### config.mk
export PLATFORM = sky130hd
export DESIGN_NAME = pc_unit
export DESIGN_NICKNAME = d
export VERILOG_FILES = /design/src/rtl/pc_pkg.sv /design/src/rtl/pc_ras.sv /design/src/rtl/pc_unit.sv
export SDC_FILE = /design/constraint.sdc
export NUM_CORES = 1
export LEC_CHECK = 0
export CORE_UTILIZATION = 45
export CTS_BUF_LIST = sky130_fd_sc_hd__clkbuf_16
export CTS_CLUSTER_SIZE = 8
export DETAILED_ROUTE_END_ITERATION = 6
export GPL_ROUTABILITY_DRIVEN = 1
export PLACE_DENSITY = 0.86
export SKIP_LAST_GASP = 1
export SLEW_MARGIN = 20
export SYNTH_ARGS = -nofsm -noshare
export SYNTH_HDL_FRONTEND = slang
export SYNTH_HIERARCHICAL = 1
export SYNTH_SLANG_ARGS = --single-unit
export TNS_END_PERCENT = 10
### constraint.sdc
create_clock -name clk -period 5.4 [get_ports clk]
set_clock_uncertainty 0.05 [all_clocks]
set_input_delay 1.08 -clock clk [delete_from_list [all_inputs] [get_ports clk]]
set_output_delay 1.08 -clock clk [all_outputs]
set_load 0.05 [all_outputs]
### src/rtl/pc_pkg.sv
// Shared constants for the program-counter unit: redirect kinds, default vectors
// and small helpers used by pc_unit and pc_ras.
package pc_pkg;

  typedef enum logic [1:0] {
    KIND_BRANCH = 2'd0,
    KIND_JUMP   = 2'd1,
    KIND_CALL   = 2'd2,
    KIND_RET    = 2'd3
  } redirect_kind_e;

  localparam logic [31:0] DEFAULT_RESET_VECTOR = 32'h0000_3000;
  localparam logic [31:0] DEFAULT_EXC_VECTOR   = 32'h0000_4180;
  localparam int          DEFAULT_WIDTH        = 32;
  localparam int          DEFAULT_RAS_DEPTH    = 4;

  // Instruction fetch addresses must be word aligned.
  function automatic logic is_word_aligned(input logic [1:0] low_bits);
    return (low_bits == 2'b00);
  endfunction

endpackage

### src/rtl/pc_ras.sv
// Circular return-address stack: DEPTH entries of WIDTH bits, saturating count.
// A push on a full stack overwrites the oldest entry.
module pc_ras
  import pc_pkg::*;
#(
  parameter int DEPTH = DEFAULT_RAS_DEPTH,
  parameter int WIDTH = DEFAULT_WIDTH
) (
  input  logic             clk,
  input  logic             rst,
  input  logic             push,
  input  logic             pop,
  input  logic [WIDTH-1:0] push_data,
  output logic [WIDTH-1:0] top_data,
  output logic             empty
);

  localparam int PTR_W = (DEPTH > 1) ? $clog2(DEPTH) : 1;
  localparam int CNT_W = $clog2(DEPTH + 1);
  localparam logic [CNT_W-1:0] CNT_FULL = CNT_W'(DEPTH);

  logic [WIDTH-1:0] mem_q [DEPTH];
  logic [WIDTH-1:0] mem_d [DEPTH];
  logic [PTR_W-1:0] ptr_q, ptr_d;
  logic [CNT_W-1:0] count_q, count_d;

  // ptr_q is the next free slot; the top of stack sits just below it.
  always_comb begin
    mem_d   = mem_q;
    ptr_d   = ptr_q;
    count_d = count_q;
    if (push) begin
      mem_d[ptr_q] = push_data;
      ptr_d        = ptr_q + PTR_W'(1);
      if (count_q != CNT_FULL) begin
        count_d = count_q + CNT_W'(1);
      end
    end else if (pop && (count_q != '0)) begin
      ptr_d   = ptr_q - PTR_W'(1);
      count_d = count_q - CNT_W'(1);
    end
  end

  always_ff @(posedge clk) begin
    if (rst) begin
      ptr_q   <= '0;
      count_q <= '0;
    end else begin
      ptr_q   <= ptr_d;
      count_q <= count_d;
    end
  end

  // Entry contents need no reset: count_q gates every read.
  always_ff @(posedge clk) begin
    mem_q <= mem_d;
  end

  assign top_data = mem_q[ptr_q - PTR_W'(1)];
  assign empty    = (count_q == '0);

endmodule

### src/rtl/pc_unit.sv
// Program-counter unit: fetch PC, exception PC and next-PC selection.
// Optional return-address stack is built when PC_RAS_EN is defined.
module pc_unit
  import pc_pkg::*;
#(
  parameter int               WIDTH        = DEFAULT_WIDTH,
  parameter logic [WIDTH-1:0] RESET_VECTOR = WIDTH'(DEFAULT_RESET_VECTOR),
  parameter logic [WIDTH-1:0] EXC_VECTOR   = WIDTH'(DEFAULT_EXC_VECTOR),
  parameter int               RAS_DEPTH    = DEFAULT_RAS_DEPTH
) (
  input  logic             clk,
  input  logic             rst,
  input  logic             en,
  input  logic             redirect_valid,
  input  logic [1:0]       redirect_kind,
  input  logic [WIDTH-1:0] redirect_target,
  input  logic [WIDTH-1:0] redirect_link,
  input  logic             exc_valid,
  input  logic             eret_valid,
  output logic [WIDTH-1:0] pc,
  output logic [WIDTH-1:0] pc_plus4,
  output logic [WIDTH-1:0] epc,
  output logic             misalign,
  output logic             ras_miss
);

  if (WIDTH < 8) begin : g_bad_width
    $error("pc_unit: WIDTH must be at least 8");
  end
  if ((RAS_DEPTH < 2) || ((RAS_DEPTH & (RAS_DEPTH - 1)) != 0)) begin : g_bad_depth
    $error("pc_unit: RAS_DEPTH must be a power of two, at least 2");
  end

  logic [WIDTH-1:0] pc_q, pc_d;
  logic [WIDTH-1:0] epc_q, epc_d;
  logic             misalign_q, misalign_d;
  logic             ras_miss_q, ras_miss_d;
  logic             redirect_ok;

`ifdef PC_RAS_EN
  logic             ras_push;
  logic             ras_pop;
  logic [WIDTH-1:0] ras_top;
  logic             ras_empty;

  pc_ras #(
    .DEPTH (RAS_DEPTH),
    .WIDTH (WIDTH)
  ) u_ras (
    .clk       (clk),
    .rst       (rst),
    .push      (ras_push),
    .pop       (ras_pop),
    .push_data (redirect_link),
    .top_data  (ras_top),
    .empty     (ras_empty)
  );
`else
  // Without the stack the link address has no consumer.
  logic unused_link;
  assign unused_link = ^redirect_link;
`endif

  assign pc_plus4    = pc_q + WIDTH'(4);
  assign redirect_ok = is_word_aligned(redirect_target[1:0]);

  always_comb begin
    pc_d       = pc_q;
    epc_d      = epc_q;
    misalign_d = 1'b0;
    ras_miss_d = 1'b0;
`ifdef PC_RAS_EN
    ras_push   = 1'b0;
    ras_pop    = 1'b0;
`endif
    if (exc_valid) begin
      epc_d = pc_q;
      pc_d  = EXC_VECTOR;
    end else if (eret_valid) begin
      pc_d = epc_q;
    end else if (!en) begin
      pc_d = pc_q;
    end else if (redirect_valid) begin
      if (!redirect_ok) begin
        misalign_d = 1'b1;
      end else begin
        case (redirect_kind)
          KIND_CALL: begin
            pc_d = redirect_target;
`ifdef PC_RAS_EN
            ras_push = 1'b1;
`endif
          end
          KIND_RET: begin
`ifdef PC_RAS_EN
            if (ras_empty) begin
              pc_d       = redirect_target;
              ras_miss_d = 1'b1;
            end else begin
              pc_d    = ras_top;
              ras_pop = 1'b1;
            end
`else
            pc_d = redirect_target;
`endif
          end
          default: pc_d = redirect_target;
        endcase
      end
    end else begin
      pc_d = pc_plus4;
    end
  end

  always_ff @(posedge clk) begin
    if (rst) begin
      pc_q       <= RESET_VECTOR;
      epc_q      <= RESET_VECTOR;
      misalign_q <= 1'b0;
      ras_miss_q <= 1'b0;
    end else begin
      pc_q       <= pc_d;
      epc_q      <= epc_d;
      misalign_q <= misalign_d;
      ras_miss_q <= ras_miss_d;
    end
  end

  assign pc       = pc_q;
  assign epc      = epc_q;
  assign misalign = misalign_q;
  assign ras_miss = ras_miss_q;

endmodule

; ---- Word level (Yosys, flattened, before mapping)
; Cells that the tools add are included.
[totals]
register_bits = 65
input_bits = 72
out_inout_bits = 98
word_cells = 22
[classes]
addsub = 1
eq_ne = 2
mux = 6
n_bitwise = 2
n_reduce_logical = 7
[ops]
columns = operator, count
row1 = $mux 32, 4
row2 = $add 32x3->32 const B, 1
row3 = $mux 15, 1
row4 = $reduce_or 5->1, 1
row5 = $ne 4x1->1 const B, 1
row6 = $reduce_and 2->1, 2
row7 = $ne 3x1->1 const B, 1
row8 = $reduce_bool 3->1, 1
row9 = $logic_not 2->1, 1
row10 = $not 1->1, 2
row11 = $reduce_bool 2->1, 1
row12 = $reduce_or 2->1, 1
row13 = $mux 1, 1

; ---- Longest topological paths before layout
[depth]
ltp_word = 6
mapped_depth = 7

; ---- Worst setup path after synthesis
; Ideal clock, no wire load.
[synth_path]
path_type = reg2out
start = register pc_q[2] (netlist: pc[2])
end = output pc_plus4[22]
arrival_time_ns = 2.959
path_slack_ns = 1.311
stages_incl_launch_ff = 8
n_path_buf = 1
cell_sequence = dfxtp_1 -> ha_1 -> nand4_1 -> or3_4 -> or3_1 -> buf_2 -> nor2_1 -> xor2_1
[synth_between]
elab_chain_len = 1
[synth_lines]
columns = element, line_no
row1 = start: declaration, pc_unit.sv:34  ; logic [WIDTH-1:0] pc_q, pc_d;
row2 = start signal: assignment, pc_unit.sv:122  ; pc_q <= pc_d;
row3 = $add 32x3->32, pc_unit.sv:64  ; assign pc_plus4 = pc_q + WIDTH'(4);
row4 = end: declaration, pc_unit.sv:21  ; output logic [WIDTH-1:0] pc_plus4,
; No other way between the ends.

; ---- Worst setup path after layout
[layout_path]
start = register pc_q[11] (netlist: pc[11])
end = output pc_plus4[25]
; The elaborated chain is that of the path after synthesis.

==> results.tsv <==
stage	metric	value	unit
outcome	status	finished clean	
power	Sequential Power Share	38.3	%
worst_setup_path	top cell family by delay on the critical path	simple AND/OR/NAND/NOR gates	
clocking	Num CTS Buffers	9	
worst_setup_path	R2R Setup Slk	2.72	ns
clocking	Worst-Skew Late Latency	0.33	ns
cells_and_area	layout net count	642	
worst_setup_path	CP arrival	3.54	ns
cells_and_area	non-filler cells, final	675	
synthesis	async set-reset flop share out of synthesis	0	%
placed_design	DP HPWL	8.493	mm
cells_and_area	share of cells above drive strength 1	5.236	%
global_routing	initial antenna violation count	0	
clocking	Max Buffers Root-to-Sink	2	
clocking	postcts setup bufs	0	
worst_setup_path	critical path endpoint category	primary output	
route	wirelength, routed	12.52	mm
floorplan	I/O pin count	170	
global_routing	largest net degree at the start of global routing	42	
global_routing	global-route wire length before repair	19.13	mm
placed_design	placed cell count	660	
synthesis	Synth top area share	34.83	%
route	DR WL/cell	18.55	um
route	DR vias	4146	
cells_and_area	Ant. Diodes	0	
worst_setup_path	Max stage delay on crit path	1.03	ns
worst_setup_path	crit path max fanout	9	
sta	Final min period	4.669	ns
worst_setup_path	Reg2Reg Launch Point	pc[11]$_SDFFE_PP0P_	
placed_design	post-place instance area	5056	um2
synthesis	Seq cells post-synth	65	
flow_run	Max Cap Violations	0	
sta	fmax	214.2	MHz
route	initial DRC count	252	
synthesis	Yosys warning count	6	
sta	fin. max-slew vios	0	
floorplan	site row count	32	
floorplan	Starting Density	47.37	%
global_routing	GRT Util Overall	28.34	%
sta	Least-Margin Pin Slew	1.177	ns
sta	final number of hold-violating endpoints	0	
worst_setup_path	startpoint types	flop	
hold_path	Hold Crit Depth	2	
power	Clock Power Share	40.1	%
clocking	CTS tree	done	
synthesis	Synth Cell Area	3736	um2
worst_setup_path	crit-path cells	nand4_4, nor4_1, nand4_1, xnor2_1, clkdlybuf4s50_1	
placed_design	PortBufs	134	
global_routing	gr ovfl total	0	
synthesis	Yosys top cell by area	dfxtp_1	
synthesis	Avg Cell Area, Syn	8.069	um2
synthesis	Primary FF master, synth	dfxtp_1	
route	Vias per Instance	6.142	
worst_setup_path	CP Buf/Inv Count	1	
power	VDD IR max	0.0001917	V
cells_and_area	final instance area	5341	um2
clocking	Post-CTS Hold Fix Bufs	0	
placed_design	Final Wtd Congestion	0.8520	
clocking	post-CTS sizing	0	
power	P_sw	0.4123	mW
worst_setup_path	reg2reg end	pc[25]$_SDFFE_PP0P_	
power	sw frac	30.20	%
route	# DRC	0	
synthesis	Synthesized Nets	536	
sta	Post-Route Setup TNS	0	ns
route	TritonRoute pass-1 iters	6	
clocking	H-tree Lvls	3	
worst_setup_path	R2R cell count	5	
floorplan	core area	7888	um2
power	static leakage	1.991	nW
sta	Final Cycle Share	86.47	%
hold_path	HP Class	flop to flop	
worst_setup_path	CP max-delay cell	nor4_1	
clocking	clk sinks	65	
floorplan	Die Height	93.12	um
synthesis	Post-Syn Instances	463	
global_routing	vias in the first global route	3858	
sta	Max transition margin	20.80	%
sta	RSZ-0062 raised after global routing	no	
route	post-route ant nets	0	
floorplan	total die area	8670	um2
synthesis	EDFF count, synth	0	
clocking	clock transition at the registers of the reported paths	0.05	ns
worst_setup_path	critical setup path kind	flop to primary output	
floorplan	Die W	93.12	um
synthesis	sequential element share of the synthesized area	34.83	%
power	Cell Int Power	0.9531	mW
synthesis	top cells by area, synth	dfxtp_1 35%, mux2i_1 11%, nor2_1 5.7%	
cells_and_area	Syn-to-layout area delta	42.97	%
power	combinational share of power	21.6	%
clocking	CTS Root Cell	clkbuf_16	
power	power per cell area	255.6	nW/um2
worst_setup_path	Worst EP required	4.27	ns
sta	Finish-stage setup viols	0	
synthesis	post-synth cell types	53	
per-stage QoR:
step | power, mW | setup slack (ns) | utilization [%] | hold slack, ns
after floorplan | 0.7171 | 1.311 | - | 0.6575
after CTS | 1.368 | 0.7999 | 67.61 | 0.4562
after detailed placement | 0.8231 | 1.174 | 64.10 | 0.4494
after global placement | 0.8169 | 1.256 | 64.10 | 0.4390
after global routing | 1.404 | 0.5905 | 67.72 | 0.4732
final | 1.365 | 0.7306 | 67.72 | 0.4560
worst max path at each step:
stage                        start           end  slack (ns)  cells past startpoint
2_1_floorplan   pc[2]$_SDFFE_PP0P_  pc_plus4[22]        1.31                      7
3_5_place_dp   pc[11]$_SDFFE_PP0P_  pc_plus4[25]        1.17                      5
5_1_grt        pc[10]$_SDFFE_PP0P_  pc_plus4[25]        0.59                      5
3_3_place_gp    pc[2]$_SDFFE_PP0P_  pc_plus4[22]        1.26                      7
6_report       pc[11]$_SDFFE_PP0P_  pc_plus4[25]        0.73                      5
4_1_cts        pc[11]$_SDFFE_PP0P_  pc_plus4[25]        0.80                      5
cells in the final DEF, fill, tap and decap left out, types with 5 or more instances in the layout:
| master | Yosys | final |
|---|---|---|
| a21oi_1 | 21 | 20 |
| a221o_1 | 7 | 7 |
| a221oi_1 | 10 | 10 |
| a31oi_1 | 6 | 6 |
| buf_4 | 3 | 6 |
| clkbuf_16 | 0 | 9 |
| clkdlybuf4s50_1 | 0 | 133 |
| dfxtp_1 | 65 | 65 |
| inv_1 | 13 | 14 |
| mux2i_1 | 40 | 40 |
| nand2_1 | 29 | 29 |
| nand3_1 | 18 | 18 |
| nand4_1 | 9 | 9 |
| nor2_1 | 57 | 57 |
| nor3_1 | 10 | 10 |
| nor4_1 | 6 | 5 |
| o211ai_1 | 5 | 5 |
| o21ai_0 | 23 | 23 |
| o22ai_1 | 15 | 15 |
| or2_2 | 5 | 5 |
| or3_1 | 5 | 5 |
| xnor2_1 | 18 | 18 |
| xor2_1 | 9 | 9 |
worst min-delay path: cells and delay by family (launching register included):
kind / cells / cell delay (ns)
flops: 1 / 0.33
compound gates: 1 / 0.06
buf+inv: 1 / 0.06
registers in the layout, indices dropped and copies added, names as in the netlist, named ones only:
| name | cells |
|---|---|
| epc | 32 |
| pc | 30 |
| misalign | 1 |
routing by layer:
metal  part of all wire (%)  vias up  global-route usage [%]
met5                      0        -                       0
met1                     41     1974                   36.46
met3                    8.1       39                   5.447
met4                    2.8        0                   13.97
li1                       -     1894                       -
met2                     48      239                   45.28
layout make-up:
| type | instances | area (um2) |
|---|---|---|
| Clock inverter | 6 | 51.30 |
| Multi-Input combinational cell | 340 | 2206 |
| Fill cell | 633 | 2546 |
| Inverter | 13 | 48.80 |
| Sequential cell | 65 | 1301 |
| Clock buffer | 9 | 225.2 |
| Tap cell | 102 | 127.6 |
| Timing Repair Buffer | 140 | 1381 |
cell usage after synthesis, types with 2 or more instances:
master / n
o211ai_1: 5
nor3_1: 10
and3_1: 4
buf_2: 8
xnor2_1: 18
nor2b_1: 3
and2_1: 2
buf_1: 3
nor4_1: 6
nand3_1: 18
o21ai_0: 23
a31oi_1: 6
o41ai_1: 3
a21o_1: 2
clkbuf_1: 29
o31a_1: 3
and4_1: 2
o31ai_1: 3
nor2_1: 57
clkbuf_2: 2
a221o_1: 7
inv_1: 13
nand2_1: 29
or2_2: 5
a221oi_1: 10
buf_4: 3
xor2_1: 9
nand4_1: 9
a311oi_1: 2
a21oi_1: 21
or3_1: 5
dfxtp_1: 65
o21a_1: 4
o221ai_1: 2
o22ai_1: 15
mux2i_1: 40
power by group through the flow:
stage | Combinational (mW) | Sequential, mW | Clock (mW)
after floorplan | 0.141 | 0.576 | 0
after global placement | 0.286 | 0.530 | 0
after detailed placement | 0.291 | 0.532 | 0
after CTS | 0.293 | 0.522 | 0.552
after global routing | 0.309 | 0.525 | 0.570
final | 0.295 | 0.523 | 0.547
logic make-up (layout without fill, tap and decap cells):
family                     Yosys count  in the layout  synth area share, %
AOI/OAI and AO/OA                  116            116                21.13
xor gates and xnor gates            27             27                6.330
adders and majority gates            1              1               0.3348
buffers and inverters               58            168                6.463
DFF                                 65             65                34.83
muxes                               40             40                10.72
other                                1              1               0.1004
and+or+nand+nor                    155            155                20.09
(Power assumes the default switching activity.)
